### config.mk
export PLATFORM = sky130hd
export DESIGN_NAME = fetch_sequencer
export DESIGN_NICKNAME = d
export VERILOG_FILES = /design/src/rtl/fetch_sequencer.sv
export SDC_FILE = /design/constraint.sdc
export NUM_CORES = 1
export LEC_CHECK = 0
export BUFFER_PORTS_ARGS = -buffer_cell sky130_fd_sc_hd__buf_2
export CELL_PAD_IN_SITES_DETAIL_PLACEMENT = 1
export CELL_PAD_IN_SITES_GLOBAL_PLACEMENT = 2
export CORE_ASPECT_RATIO = 0.75
export CORE_MARGIN = 1.5
export CORE_UTILIZATION = 30
export DETAILED_ROUTE_END_ITERATION = 6
export PLACE_DENSITY_LB_ADDON = 0.15
export SETUP_SLACK_MARGIN = 0.4
export SLEW_MARGIN = 40
export SYNTH_ARGS = -nofsm -noshare
export SYNTH_HDL_FRONTEND = slang
export SYNTH_SLANG_ARGS = --single-unit
### constraint.sdc
create_clock -name clk -period 2.4 [get_ports clk]
set_clock_uncertainty 0.15 [all_clocks]
set_input_delay 0.24 -clock clk [delete_from_list [all_inputs] [get_ports clk]]
set_output_delay 0.24 -clock clk [all_outputs]
set_load 0.1 [all_outputs]
### src/rtl/fetch_sequencer.sv
// fetch_sequencer: eight-state machine-cycle sequencer for instruction fetch.
// Drives PC nibbles, captures OPR/OPA or the immediate byte, and steps the PC.
module fetch_sequencer #(
    parameter int                    PC_WIDTH = 12,
    parameter logic [PC_WIDTH-1:0]   RESET_PC = '0
) (
    input  logic                clk,
    input  logic                rstN,
    input  logic                runEn,
    input  logic [3:0]          romData,
    input  logic                jumpEn,
    input  logic [PC_WIDTH-1:0] jumpAddr,
    output logic [2:0]          cycle,
    output logic                sync,
    output logic [3:0]          addrNibble,
    output logic [PC_WIDTH-1:0] pc,
    output logic [3:0]          opr,
    output logic [3:0]          opa,
    output logic [7:0]          imm8,
    output logic                secondWord,
    output logic                instrDone
);

    typedef enum logic [2:0] {
        A1 = 3'd0,
        A2 = 3'd1,
        A3 = 3'd2,
        M1 = 3'd3,
        M2 = 3'd4,
        X1 = 3'd5,
        X2 = 3'd6,
        X3 = 3'd7
    } cycle_e;

    cycle_e      state;
    cycle_e      stateNext;
    logic        isTwoWord;
    logic [11:0] pcExt;

    // Word-1 opcodes whose operand byte follows in a second word
    assign isTwoWord = (opr == 4'd1)
                    || (opr == 4'd2 && !opa[0])
                    || (opr == 4'd4)
                    || (opr == 4'd5)
                    || (opr == 4'd7);

    assign pcExt = 12'(pc);
    assign cycle = state;

    // State register; every register freezes while runEn is low
    always_ff @(posedge clk or negedge rstN) begin
        if (!rstN) begin
            state <= A1;
        end else begin
            state <= stateNext;
        end
    end

    // Next state and registered-state output decode
    always_comb begin
        stateNext  = state;
        sync       = 1'b0;
        instrDone  = 1'b0;
        addrNibble = 4'h0;
        if (runEn) begin
            stateNext = cycle_e'(state + 3'd1);
        end
        case (state)
            A1: addrNibble = pcExt[3:0];
            A2: addrNibble = pcExt[7:4];
            A3: addrNibble = pcExt[11:8];
            X3: begin
                sync      = 1'b1;
                instrDone = secondWord || !isTwoWord;
            end
            default: ;
        endcase
    end

    // Nibble capture, two-word tracking and PC step at the X3 edge
    always_ff @(posedge clk or negedge rstN) begin
        if (!rstN) begin
            pc         <= RESET_PC;
            opr        <= 4'h0;
            opa        <= 4'h0;
            imm8       <= 8'h00;
            secondWord <= 1'b0;
        end else if (runEn) begin
            case (state)
                M1: begin
                    if (secondWord) imm8[7:4] <= romData;
                    else            opr       <= romData;
                end
                M2: begin
                    if (secondWord) imm8[3:0] <= romData;
                    else            opa       <= romData;
                end
                X3: begin
                    secondWord <= !secondWord && isTwoWord;
                    if (jumpEn) pc <= jumpAddr;
                    else        pc <= pc + PC_WIDTH'(1);
                end
                default: ;
            endcase
        end
    end

endmodule
==> results of run 1 <==
==> cells in the mapped netlist, types with 2 or more instances <==
master	n
ha_1	7
nand4bb_1	2
buf_2	5
or3_1	2
a22oi_1	5
o31a_1	2
mux2i_1	3
o31ai_1	2
dfrtp_1	32
nand4_1	4
o21ai_0	8
a31oi_1	2
and4_1	2
o311a_1	2
nor2_1	4
nor4_1	2
clkbuf_1	4
nand2_1	17
nand2b_1	2
inv_1	6
nand3_1	7
o211ai_1	3
nor2b_1	5
mux2_2	16
a21oi_1	6
or4_1	2
==> sequential cells by signal, summed over array words and instances (netlist names) <==
register,flops
pc,12
imm8,8
opa,4
opr,4
cycle,3
secondWord,1
==> cell usage in the layout (no fill, tap or decap), types with 3 or more instances in the layout <==
cell      netlist  final
inv_1           6      4
buf_2           5     50
buf_4           0      9
clkbuf_8        0      5
dfrtp_4         0      5
a21oi_1         6      6
a22oi_2         0      4
dfrtp_1        32     16
mux2_2         16     16
o21ai_0         8      7
buf_12          0      5
nand2_4         0      4
nand3_1         7      7
nor2b_4         0      3
nor2_1          4      4
mux2i_1         3      3
nand2_2         0      4
nand4_1         4      4
nand2_1        17      9
o211ai_1        3      3
dfrtp_2         0     11
ha_4            0      5
==> how the worst min path moves through the flow <==
| stage | endpoint | from | cells after the start | slack, ns |
|---|---|---|---|---|
| after floorplan | imm8[0]$_DFFE_PN0P_ | rstN | 0 | -0.21 |
| after global placement | pc[11]$_DFFE_PN0P_ | rstN | 1 | 0.20 |
| after detailed placement | pc[10]$_DFFE_PN0P_ | rstN | 1 | 0.22 |
| after CTS | pc[8]$_DFFE_PN0P_ | jumpAddr[8] | 2 | 0.05 |
| after global routing | pc[8]$_DFFE_PN0P_ | jumpAddr[8] | 2 | 0.06 |
| final | pc[8]$_DFFE_PN0P_ | jumpAddr[8] | 2 | 0.05 |
==> kinds of logic (layout without fill, tap and decap cells) <==
family          after synthesis  count (layout)  share of synthesized area
mux                          19              19                      0.119
flops                        32              32                      0.453
simple gates                 57              57                      0.187
buf+inv                      16              79                     0.0382
fa+ha+maj                     7               7                     0.0495
compound gates               38              38                      0.149
xor+xnor                      1               1                    0.00495
==> through the flow <==
| step | worst slack (ns) | instances | util | hold WS [ns] |
|---|---|---|---|---|
| 2_1_floorplan | 0.157 | 170 | - | -0.206 |
| 3_3_place_gp | 0.464 | 297 | 0.394 | 0.199 |
| 3_5_place_dp | 0.427 | 297 | 0.394 | 0.218 |
| 4_1_cts | 0.376 | 308 | 0.436 | 0.0550 |
| 5_1_grt | 0.346 | 311 | 0.442 | 0.0581 |
| 6_report | 0.400 | 311 | 0.442 | 0.0549 |
==> routing by layer <==
metal  vias to the layer above  track usage  share of wire
met4                         0       0.0313         0.0070
met2                        35        0.260           0.44
li1                        763            -              -
met1                       800        0.275           0.51
met5                         -            0              0
met3                         6       0.0450          0.043
==> repair_timing <==
item | in CTS | in global routing
hold buffers | 1 | 0
hold endpoints to repair | 32 | 0
pin swaps | 9 | 3
buffers inserted | 2 | 3
endpoints found under the setup margin | 6 | 6
gates resized for setup | 32 | 2
==> cell type report <==
type	count	area [µm²]	share of cell area
Clock buffer	5	68.8	0.0270
Sequential cell	32	833	0.327
Inverter	6	27.5	0.0108
Clock inverter	3	23.8	0.00933
Multi-Input combinational cell	122	1070	0.419
Timing Repair Buffer	65	428	0.168
Tap cell	78	97.6	0.0383
==> out/metrics.csv, run 1 <==
stage;metric;value;unit
global_route;grt_max_degree;33;
clock_network;cts_inserted_buffers;5;
setup_path;critPathTopFamily;flip-flops;
sta;hold_viol_final;0;
yosys;synth_fp_nets;197;
sta;tightest_slew;0.498;ns
yosys;ys_top_cells_by_area;dfrtp_1 45%, mux2_2 10%, ha_1 5.0%, nand2_1 3.6%, o21ai_0 2.3%;
outcome;outcome;complete, no violations;
final_layout;antenna_cells;0;
setup_path;startpoint_type;flop;
floorplan;placement_rows;24;
setup_path;slowest_delay;0.53;ns
clock_network;clock_sinks;32;
setup_path;startpoint;cycle[0]$_DFFE_PN0P_;
placed_design;dp_hpwl;3.92;mm
setup_path;cp-end-kind;output port;
drt;drt_iter0_drc;83;
setup_path;ff2ff_path_depth;4;
yosys;synth_cell_types;44;
setup_path;slowest_stage;dfrtp_4;
yosys;synthCells;170;
final_layout;stdcell_area;2550;µm²
yosys;yosys_register_bits;32;
yosys;syn_area_per_cell;10.4;µm²
drt;wl_per_cell;17.4;µm
setup_path;cp.depth;5;
drt;drtPass1Iterations;4;
setup_path;r2r-start;pc[0]$_DFFE_PN0P_;
sta;setup_tns;0;ns
setup_path;r2r_end;pc[10]$_DFFE_PN0P_;
yosys;synth-async-reset-ratio;1.00;
global_route;grt-ovfl-total;0;
floorplan;die_w;91.7;µm
final_layout;layout-drive-gt1-share;0.575;
sta;relSlewSlack;0.671;
setup_path;critPathCapture;addrNibble[1];
sta;fmax;500;MHz
placed_design;post_dp_cell_area;2270;µm²
drt;postRouteAntennaNets;0;
placed_design;portBuffers;57;
clock_network;htreeDepth;2;
yosys;synth_area;1770;µm²
final_layout;fill_cells;642;
drt;drt_wl_total;5.40;mm
global_route;grt_usage;0.181;
floorplan;core-area;5770;µm²
global_route;antenna_found_initial;0;
setup_path;path_cells;ha_4, nor2b_4, a22oi_2, nand2_4, buf_12;
yosys;yosysTopAreaCellShare;0.453;
floorplan;io_pins;58;
sta;drv_slew;0;
setup_path;crit_required;2.01;ns
yosys;yosysTopAreaCell;dfrtp_1;
clock_network;cts-root-buf;clkbuf_8;
sta;timing.final.crit_share;0.833;
clock_network;cts_buffer_depth;2;
yosys;synth-main-ff-cell;dfrtp_1;
global_route;grt_pass1_wl;8.86;mm
drt;vias;1604;
floorplan;die_area;6370;µm²
floorplan;die_height;69.5;µm
sta;period_needed;2.00;ns
yosys;synth_edf_count;0;
sta;final-setup-viol-count;0;
yosys;seq_area_frac_synth;0.453;
setup_path;crit_path_max_fanout;4;
drt;drc;0;
run;drv_cap;0;
yosys;ys_warn_count;0;
clock_network;clkSlewWorstSetupHoldPaths;0.07;ns
final_layout;syn_to_final_growth;44.0;%
floorplan;start_util;0.307;
setup_path;reg2reg_slack;0.50;ns
sta;rsz0062_at_grt;yes;
placed_design;place.gp.congestion;0.839;
final_layout;fin_nets;259;
setup_path;worst-path-buf-inv;1;
setup_path;critical_path_class;flop to output port;
clock_network;cts_tree;built;
global_route;grt_pass1_vias;1618;
clock_network;clk_latency;0.29;ns
hold_path;hp-class;primary input to flop;
setup_path;critPathArrivalTime;1.61;ns
drt;drt-vias-per-instance;5.16;
Power of run 1 is not shown: default switching activity piles up to over one toggle a cycle in this logic, so the estimate is an artifact.
==> run 2, diff against run 1 <==
--- a/config.mk
+++ b/config.mk
@@ -5,12 +5,13 @@
 export SDC_FILE = /design/constraint.sdc
 export NUM_CORES = 1
 export LEC_CHECK = 0
+export ABC_AREA = 1
 export BUFFER_PORTS_ARGS = -buffer_cell sky130_fd_sc_hd__buf_2
 export CELL_PAD_IN_SITES_DETAIL_PLACEMENT = 1
 export CELL_PAD_IN_SITES_GLOBAL_PLACEMENT = 2
 export CORE_ASPECT_RATIO = 0.75
 export CORE_MARGIN = 1.5
-export CORE_UTILIZATION = 30
+export CORE_UTILIZATION = 28
 export DETAILED_ROUTE_END_ITERATION = 6
 export PLACE_DENSITY_LB_ADDON = 0.15
 export SETUP_SLACK_MARGIN = 0.4
==> constraint.sdc (replaced) <==
create_clock -name clk -period 2.05 [get_ports clk]
set_clock_uncertainty 0.15 [all_clocks]
set_input_delay 0.205 -clock clk [delete_from_list [all_inputs] [get_ports clk]]
set_output_delay 0.205 -clock clk [all_outputs]
set_load 0.1 [all_outputs]
==> out/metrics.csv, run 2 <==
stage;metric;value;unit;change
yosys;seq_area_frac_synth;0.440;;-0.0131
setup_path;crit_required;1.69;ns;-0.32 ns
sta;relSlewSlack;0.671;;+0.000875
yosys;yosys_register_bits;32;;unchanged
floorplan;start_util;0.290;;-0.0171
yosys;yosysTopAreaCell;dfrtp_1;;
placed_design;placed_cells;366;;+23%
hold_path;hold_depth;3;;+1
yosys;synthSimpleGateAreaFrac;0.321;;+0.133
floorplan;die_height;72.9;µm;+4.8%
global_route;antenna_found_initial;0;;unchanged
sta;tightest_slew;0.496;ns;-0.00132 ns
drt;drt-vias-per-instance;4.68;;-9.2%
drt;drc;0;;unchanged
floorplan;io_pins;58;;unchanged
drt;postRouteAntennaNets;0;;unchanged
floorplan;die_area;7000;µm²;+9.9%
final_layout;multi_input_area;1150;µm²;+7.8%
yosys;synth_cell_types;29;;-34%
clock_network;cts_buffer_depth;2;;unchanged
sta;rsz0062_at_grt;yes;;
setup_path;critical_path_class;flop to output port;;
yosys;synth-async-reset-ratio;1.00;;unchanged
sta;setup_tns;0;ns;unchanged
final_layout;fin_cells;392;;+26%
setup_path;r2r-start;cycle[1]$_DFFE_PN0P_;;
final_layout;postLayoutCoreUtil;0.452;;+0.0105
final_layout;largest_register;pc;;
yosys;ys_warn_count;0;;unchanged
global_route;grt_pass1_vias;1776;;+9.8%
yosys;syn_area_per_cell;7.75;µm²;-26%
placed_design;place.gp.congestion;0.762;;-9.2%
floorplan;placement_rows;25;;+4.2%
final_layout;ff_latch_area;833;µm²;unchanged
yosys;synth_compound_area_frac;0.108;;-0.0407
final_layout;reg_top3;pc: 12 flops, imm8: 8 flops;;
clock_network;htreeDepth;2;;unchanged
hold_path;worstHoldStart;jumpAddr[0];;
setup_path;startpoint_type;flop;;
yosys;synth_adder_area_share;0.0481;;-0.00143
sta;period_needed;1.88;ns;
yosys;synth_edf_count;0;;unchanged
drt;wl_per_cell;15.5;µm;-11%
drt;drt_iter0_drc;56;;-33%
setup_path;ff2ff_path_depth;8;;+4
drt;vias;1836;;+14%
placed_design;dp_hpwl;4.17;mm;+6.5%
clock_network;clk_latency;0.29;ns;about the same
yosys;synth-main-ff-cell;dfrtp_1;;
setup_path;crit_path_max_fanout;4;;unchanged
sta;timing.final.crit_share;0.917;;
setup_path;r2r_end;imm8[3]$_DFFE_PN0P_;;
yosys;synth.most_common_cell;nand2_1;;
setup_path;cp-end-kind;output port;;
clock_network;clock_sinks;32;;unchanged
hold_path;hold_end;pc[0]$_DFFE_PN0P_;;
placed_design;portBuffers;57;;unchanged
clock_network;cts_inserted_buffers;5;;unchanged
hold_path;hp-class;primary input to flop;;
yosys;synth_area;1820;µm²;+3.0%
final_layout;antenna_cells;0;;unchanged
clock_network;clkSlewWorstSetupHoldPaths;0.08;ns;about the same
yosys;synth_xor_area_frac;0.00962;;+0.00466
final_layout;fin_nets;337;;+30%
yosys;synthMuxAreaShare;0;;-0.119
yosys;synth_fp_nets;262;;+33%
global_route;grt_pass1_wl;9.38;mm;+5.8%
setup_path;reg2reg_slack;0.23;ns;-0.27 ns
sta;drv_slew;0;;unchanged
yosys;synthCells;235;;+38%
final_layout;layout.cells.most_common;nand2_1;;
final_layout;fill_cells;767;;+19%
global_route;grt_usage;0.182;;+0.000785
global_route;grt-ovfl-total;0;;unchanged
yosys;synth_common_cells;55 x nand2_1, 32 x dfrtp_1, 28 x nand3_1;;
outcome;outcome;complete, no violations;;
yosys;synth_top_family_by_area;simple AND/OR/NAND/NOR gates;;
clock_network;cts-root-buf;clkbuf_8;;
final_layout;final_cell_mix;50 x nand2_1, 48 x buf_2, 25 x nor2_1;;
final_layout;largest_reg_flops;12;;unchanged
global_route;grt_max_degree;33;;unchanged
drt;drt_wl_total;6.07;mm;+12%
run;drv_cap;0;;unchanged
setup_path;critPathArrivalTime;1.53;ns;-0.08 ns
drt;drtPass1Iterations;4;;unchanged
final_layout;layout-drive-gt1-share;0.486;;-0.0896
yosys;ys_top_cells_by_area;dfrtp_1 44%, nand2_1 11%, nand3_1 7.7%, o21ai_0 6.0%, nor2_1 5.4%;;
sta;holdWs;0.00650;ns;-0.0484 ns
floorplan;die_w;96.1;µm;+4.9%
floorplan;core-area;6290;µm²;+9.0%
yosys;yosysTopAreaCellShare;0.440;;-0.0131
sta;final-setup-viol-count;0;;unchanged
sta;hold_viol_final;0;;unchanged
sta;fmax;532;MHz;
clock_network;cts_tree;built;;
final_layout;syn_to_final_growth;56.1;%;
## run 2: timing repair
item | CTS | global route
buffers inserted | 8 | 6
cloned | 1 | 1
hold endpoints to repair | 33 | 0
hold buffers | 2 | 0
pin swaps | 5 | 4
gates resized for setup | 35 | 27
setup endpoints to repair | 26 | 34
## run 2: cell type report
cell class	instances	share of cell area
repair inverters	1	0.00264
clock buffers	7	0.0339
repair buffers	73	0.185
flip-flops and latches	32	0.293
inverters	22	0.0339
well taps	81	0.0356
multi-input cells	175	0.405
clock inverters	1	0.0106
## run 2: cell families (layout without fill, tap and decap cells)
logic type      Yosys count  after routing
simple gates            128            129
flops                    32             32
xor+xnor                  2              2
compound gates           37             37
fa+ha+maj                 7              7
buf+inv                  29            104
## run 2: layer usage
layer,part of all wire,global-route usage
met5,0,0
met4,0.013,0.0539
met3,0.040,0.0365
met2,0.43,0.263
met1,0.52,0.271
## run 2: worst max-delay path by stage
stage | depth (start not counted) | from | end | slack, ns
detailed placement | 4 | cycle[2]$_DFFE_PN0P_ | opr[2]$_DFFE_PN0P_ | 0.30
global route | 5 | cycle[1]$_DFFE_PN0P_ | addrNibble[3] | 0.14
CTS | 4 | cycle[1]$_DFFE_PN0P_ | instrDone | 0.19
global placement | 7 | cycle[0]$_DFFE_PN0P_ | pc[7]$_DFFE_PN0P_ | 0.35
floorplan | 3 | cycle[0]$_DFFE_PN0P_ | instrDone | 0.14
finish | 4 | cycle[1]$_DFFE_PN0P_ | instrDone | 0.17
## run 2: critical path, stage by stage (launching register included)
cell and delay (ns):
dfrtp_4 0.52, ha_4 0.19, ha_4 0.19, and2_4 0.17, buf_12 0.16
## run 2: through the flow
step / cell area (µm²) / setup WS, ns
finish: 2840 / 0.170
detailed placement: 2340 / 0.296
CTS: 2710 / 0.193
floorplan: 1940 / 0.140
global placement: 2340 / 0.354
global route: 2840 / 0.139
Power of run 2 is left out for the same reason.
